**src/rtl/rr_stream_mux_pkg.sv**
```systemverilog
// Shared types and helpers for the round-robin stream multiplexer.
package rr_stream_mux_pkg;

    // Packet-lock FSM states (only built when packet locking is enabled)
    typedef enum logic {
        IDLE   = 1'b0,
        LOCKED = 1'b1
    } lock_state_e;

    // Index width that never collapses to zero bits
    function automatic int clog2_min1(input int n);
        return (n <= 2) ? 1 : $clog2(n);
    endfunction

endpackage

```
**src/rtl/rr_stream_mux_pick.sv**
```systemverilog
// Round-robin picker: double-width masked priority encoder.
// Requests are duplicated side by side. Only the window [ptr, ptr+N_CH) is
// searched, so the lowest set bit in that window is the first requester at
// or after ptr, with wrap-around handled for any N_CH.
module rr_pick #(
    parameter int N_CH  = 16,
    parameter int SEL_W = 4
) (
    input  logic [N_CH-1:0]  req,
    input  logic [SEL_W-1:0] ptr,
    output logic [SEL_W-1:0] gnt_idx,
    output logic             gnt_any
);

    logic [2*N_CH-1:0] dbl;
    logic [2*N_CH-1:0] masked;

    // Mask the doubled request vector to the search window, then take its lowest bit
    always_comb begin
        dbl     = {req, req};
        masked  = '0;
        gnt_any = |req;
        gnt_idx = '0;
        for (int i = 0; i < 2*N_CH; i++) begin
            masked[i] = dbl[i] && (i >= int'(ptr)) && (i < int'(ptr) + N_CH);
        end
        for (int i = 2*N_CH-1; i >= 0; i--) begin
            if (masked[i]) begin
                gnt_idx = (i >= N_CH) ? SEL_W'(i - N_CH) : SEL_W'(i);
            end
        end
    end

endmodule

```
**src/rtl/rr_stream_mux.sv**
```systemverilog
// N-channel round-robin stream multiplexer with a registered output stage.
// Optional packet locking is enabled by defining RR_STREAM_MUX_PKT_LOCK_EN:
// once a channel starts a packet, it keeps the grant until its last beat.
module rr_stream_mux
    import rr_stream_mux_pkg::*;
#(
    parameter int N_CH  = 16,
    parameter int WIDTH = 8,
    parameter int SEL_W = clog2_min1(N_CH)
) (
    input  logic                  clk,
    input  logic                  rst,
    input  logic [N_CH*WIDTH-1:0] in_data,
    input  logic [N_CH-1:0]       in_valid,
    input  logic [N_CH-1:0]       in_last,
    output logic [N_CH-1:0]       in_ready,
    output logic [WIDTH-1:0]      out_data,
    output logic [SEL_W-1:0]      out_sel,
    output logic                  out_last,
    output logic                  out_valid,
    input  logic                  out_ready
);

    logic             load;
    logic             xfer;
    logic             ptr_upd;
    logic [N_CH-1:0]  req;
    logic [SEL_W-1:0] ptr;
    logic [SEL_W-1:0] ptr_next;
    logic [SEL_W-1:0] gnt_idx;
    logic             gnt_any;
    logic             gnt_last;
    logic [WIDTH-1:0] gnt_data;

    // The output register can take a new beat when empty or draining this cycle
    assign load = !out_valid || out_ready;

`ifdef RR_STREAM_MUX_PKT_LOCK_EN
    lock_state_e      state;
    lock_state_e      state_next;
    logic [SEL_W-1:0] lock_ch;
    logic [SEL_W-1:0] lock_ch_next;

    // While locked, only the channel owning the open packet may request
    assign req     = (state == LOCKED) ? (in_valid & (N_CH'(1) << lock_ch)) : in_valid;
    // The pointer only advances at packet boundaries
    assign ptr_upd = gnt_last;

    // Lock FSM state register
    always_ff @(posedge clk) begin
        if (rst) begin
            state   <= IDLE;
            lock_ch <= '0;
        end else begin
            state   <= state_next;
            lock_ch <= lock_ch_next;
        end
    end

    // Lock FSM next state: lock on a non-last beat, release on the last beat
    always_comb begin
        state_next   = state;
        lock_ch_next = lock_ch;
        case (state)
            IDLE: begin
                if (xfer && !gnt_last) begin
                    state_next   = LOCKED;
                    lock_ch_next = gnt_idx;
                end
            end
            LOCKED: begin
                if (xfer && gnt_last) begin
                    state_next = IDLE;
                end
            end
            default: state_next = IDLE;
        endcase
    end
`else
    assign req     = in_valid;
    assign ptr_upd = 1'b1;
`endif

    rr_pick #(
        .N_CH  (N_CH),
        .SEL_W (SEL_W)
    ) u_pick (
        .req     (req),
        .ptr     (ptr),
        .gnt_idx (gnt_idx),
        .gnt_any (gnt_any)
    );

    assign xfer     = load && gnt_any && !rst;
    assign in_ready = xfer ? (N_CH'(1) << gnt_idx) : '0;
    assign ptr_next = (gnt_idx == SEL_W'(N_CH - 1)) ? '0 : gnt_idx + 1'b1;

    // Select the granted channel's payload with constant slices only
    always_comb begin
        gnt_data = '0;
        gnt_last = 1'b0;
        for (int i = 0; i < N_CH; i++) begin
            if (gnt_idx == SEL_W'(i)) begin
                gnt_data = in_data[i*WIDTH +: WIDTH];
                gnt_last = in_last[i];
            end
        end
    end

    // Output register and round-robin pointer; everything holds while stalled
    always_ff @(posedge clk) begin
        if (rst) begin
            out_valid <= 1'b0;
            out_data  <= '0;
            out_sel   <= '0;
            out_last  <= 1'b0;
            ptr       <= '0;
        end else if (load) begin
            if (gnt_any) begin
                out_valid <= 1'b1;
                out_data  <= gnt_data;
                out_sel   <= gnt_idx;
                out_last  <= gnt_last;
                if (ptr_upd) begin
                    ptr <= ptr_next;
                end
            end else begin
                out_valid <= 1'b0;
            end
        end
    end

endmodule

```
**config.mk**
```make
export PLATFORM = sky130hd
export DESIGN_NAME = rr_stream_mux
export DESIGN_NICKNAME = d
export VERILOG_FILES = /design/src/rtl/rr_stream_mux_pkg.sv /design/src/rtl/rr_stream_mux_pick.sv /design/src/rtl/rr_stream_mux.sv
export SDC_FILE = /design/constraint.sdc
export NUM_CORES = 1
export LEC_CHECK = 0
export BUFFER_PORTS_ARGS = -buffer_cell sky130_fd_sc_hd__buf_2
export CAP_MARGIN = 20
export CORE_MARGIN = 2
export CORE_UTILIZATION = 37
export CTS_CLUSTER_DIAMETER = 100
export DETAILED_ROUTE_END_ITERATION = 10
export PLACE_DENSITY = 0.69
export SYNTH_ARGS = -nofsm -noshare
export SYNTH_HDL_FRONTEND = slang
export SYNTH_SLANG_ARGS = --single-unit
```
**constraint.sdc**
```tcl
create_clock -name clk -period 7.4 [get_ports clk]
set_clock_uncertainty 0.15 [all_clocks]
set_input_delay 0.74 -clock clk [delete_from_list [all_inputs] [get_ports clk]]
set_output_delay 0.74 -clock clk [all_outputs]
set_load 0.01 [all_outputs]
```
==> flow_summary.yaml <==
run_status:
  outcome: "completed"
synth:
  yosys_most_used_dff: "sky130_fd_sc_hd__dfxtp_1"
  netlist-cell-type-count: 72
  flip_flop_and_latch_count_after_synthesis: 18
  async_reset_ff_frac: 0
  synth_largest_type_area_fraction: 0.108
  synth_edf_count: 0
  synth.net_count: 694
  synthesis.yosys.warnings: 0
  synth_area_leader: "sky130_fd_sc_hd__dfxtp_1"
  syn_inst: 525
  netlist_top_cells_area: "sky130_fd_sc_hd__dfxtp_1 (11%), sky130_fd_sc_hd__o21ai_0 (8.4%), sky130_fd_sc_hd__nand2_1 (6.6%), sky130_fd_sc_hd__nor2_1 (6.6%), sky130_fd_sc_hd__a21oi_1 (5.8%)"
  synth-seq-area-share: 0.108
  synthesis.area_um2: 3350
  postSynthAreaPerCell_um2: 6.38
detailed_routing:
  drt-wirelength-per-cell_um: 19.2
  antenna_left: 0
  detail_route.first_pass.iterations: 6
  wl_um: 15200
  maxUsedRoutingLayer: "met4"
  dr_wl_met3_um: 1370
  detail_route.wirelength.met1_um: 6180
  remaining_drc_errors: 0
  drt_iter0_drc: 427
  post_drt_via_cell_ratio: 6.27
  via_count: 4967
  met2RoutedLength_um: 7220
pwr:
  p_leak_uw: 0.00194
  sw_frac_of_total: 0.580
  clock_power_share: 0.050
  total_switching_power_uw: 979
  power-per-cell-area_nw_per_um2: 386
  cellInternalPower_uw: 709
  vdd_ir_drop_max_v: 0.000241
  seq_power_share: 0.095
  combinational_share_of_power: 0.855
timing:
  final-hold-violation-count: 0
  clock.fmax_mhz: 183
  finalCriticalPeriod_ps: 5460
  setup_repair_after_global_routing_missed_its_margin: "no"
  finalMaxSlewViolations: 0
  layout_worst_path_cycle_share: 0.738
  tns_ps: 0
  worstMarginPinSlew_ps: 946
  setup_violations: 0
  relSlewSlack: 0.367
cells_and_area:
  final_cells: 792
  layout_common_cells: "sky130_fd_sc_hd__buf_2 (192), sky130_fd_sc_hd__nand2_1 (59), sky130_fd_sc_hd__nor2_1 (59), sky130_fd_sc_hd__o21ai_0 (56), sky130_fd_sc_hd__a21oi_1 (39)"
  count_of_nets_after_finishing: 854
  final_common_cell: "sky130_fd_sc_hd__buf_2"
  drive_above_1_share: 0.325
  fill_cells: 972
  synth_to_layout_area_growth_pct: 30.8
  insertedDiodeCount: 0
floorplan:
  pin_count: 193
  die_x_um: 99.1
  rows: 34
  floorplan.die_area_um2: 9830
  start_util: 0.382
  core-area_um2: 8760
  die_height_um: 99.1
global_routing:
  total_routing_usage_reported_by_global_routing: 0.287
  grt-ovfl-total: 0
  grt_pass1_vias: 4612
  grt_max_degree: 52
  grt_antenna_before_repair: 0
  grt_first_pass_wirelength_um: 23200
placement:
  numPortBuffers: 192
  dp_hpwl_um: 11800
  gp_routability_congestion: 1.01
  place.detailed.instances: 787
clock_network:
  ctsHoldBuffers: 0
  post_cts_resize_count: 0
  clock_tree_root_driver_cell: "sky130_fd_sc_hd__clkbuf_8"
  insertion_delay_ps: 260
  cts_tree: "built"
  cts_htree_levels: 1
  clock_tree.buffer_depth: 2
  postCtsSetupBuffers: 0
  cts_num_sinks: 18
  clkTransAtPathRegs_ps: 70
  cts_buffers: 3
worst_setup_path:
  critPathLaunch: "ptr[0]$_SDFFE_PP0P_"
  worst-path-buf-inv: 3
  criticalPathCategory: "reg2reg"
  cp_data_arrival_time_ps: 5490
  max_stage_delay_ps: 820
  cp_data_required_time_ps: 7430
  critical-path-slowest-cell: "sky130_fd_sc_hd__dfxtp_1"
  top_cell_family_by_delay_on_the_critical_path: "simple AND/OR/NAND/NOR gates"
  cp-end-kind: "register"
  timing.critical_path.from_type: "register"
  crit_fanout: 22
  timing.rr.start: "ptr[0]$_SDFFE_PP0P_"
  crit_path_cell_trace: "inv_1 -> a21oi_1 -> o22ai_1 -> a311oi_1 -> nor4_1 -> nor3_1 -> ha_1 -> buf_4 -> inv_1 -> nor2_1 -> a221oi_1 -> nor3_1 -> a21oi_1 -> o22ai_1 -> a2111oi_0 -> or3_1 -> a41oi_1"
worst_hold_path:
  holdCritStartpoint: "out_sel[3]$_SDFFE_PP0P_"
  worst_hold_path_type: "reg2reg"
job:
  cap_viol_max_count: 0
metal layers:
layer,vias up,GRT usage
met1,2275,0.385
met3,42,0.0302
li1,2338,-
met5,-,0
met4,0,0.105
met2,312,0.477
Yosys cell counts (9+ instances only):
cell type,number
sky130_fd_sc_hd__nand2_1,59
sky130_fd_sc_hd__o21ai_0,56
sky130_fd_sc_hd__nor3_1,11
sky130_fd_sc_hd__a31oi_1,11
sky130_fd_sc_hd__clkbuf_1,27
sky130_fd_sc_hd__inv_1,12
sky130_fd_sc_hd__a21oi_1,39
sky130_fd_sc_hd__o22ai_1,15
sky130_fd_sc_hd__a211oi_1,12
sky130_fd_sc_hd__nand3_1,13
sky130_fd_sc_hd__dfxtp_1,18
sky130_fd_sc_hd__buf_2,10
sky130_fd_sc_hd__a221o_1,11
sky130_fd_sc_hd__nor2_1,59
sky130_fd_sc_hd__a22oi_1,9
sky130_fd_sc_hd__a221oi_1,9
worst min-delay path, cell delays in order (launching register included):
cell and delay (ps):
sky130_fd_sc_hd__dfxtp_1 310, sky130_fd_sc_hd__nand2_1 50, sky130_fd_sc_hd__a21oi_1 50
power by group through the flow:
stage	combinational, µW	clock, µW	sequential, µW
2_1_floorplan	1020	0	158
3_3_place_gp	1380	0	165
3_5_place_dp	1390	0	166
4_1_cts	1400	84.9	164
5_1_grt	1570	89.5	165
6_report	1440	84.0	161
through the flow:
step           worst slack (ps)  power [µW]  hold slack (ps)  area, µm²   util
6_report                   1940        1690              312       4380  0.500
5_1_grt                    1360        1830              340       4380  0.500
4_1_cts                    1820        1650              316       4350  0.496
3_5_place_dp               1770        1560              306       4300  0.490
3_3_place_gp               1850        1540              294       4300  0.490
2_1_floorplan              2940        1180              331       3350      -
worst paths after layout:
path / endpoint / slack (ps) / cells past startpoint
max: out_data[6]$_SDFFE_PP0P_ / 1940 / 17
min: out_sel[3]$_SDFFE_PP0P_ / 310 / 2
max reg2reg: out_data[6]$_SDFFE_PP0P_ / 1940 / 17
min reg2reg: out_sel[3]$_SDFFE_PP0P_ / 310 / 2
kinds of logic (layout without fill, tap and decap cells):
group	count (synthesis)	in the layout	share of synthesized area
mux	4	4	0.0123
simple gates	200	200	0.283
fa+ha+maj	7	7	0.0254
flops	18	18	0.108
compound gates	238	238	0.497
buf+inv	58	217	0.0744
state kept, by name (all words and copies together) (netlist names):
register / flops
out_sel: 4
ptr: 4
out_last: 1
out_valid: 1
out_data: 8
layout make-up:
cell class                 instances  area [µm²]  area share
clock buffer                       4        55.1      0.0126
timing repair buffer             199        1030       0.236
inverter                          14        52.6      0.0120
multi-input combinational        449        2740       0.626
tap                              108         135      0.0309
sequential                        18         360      0.0823
No activity file was read; power rests on OpenSTA's default activity.
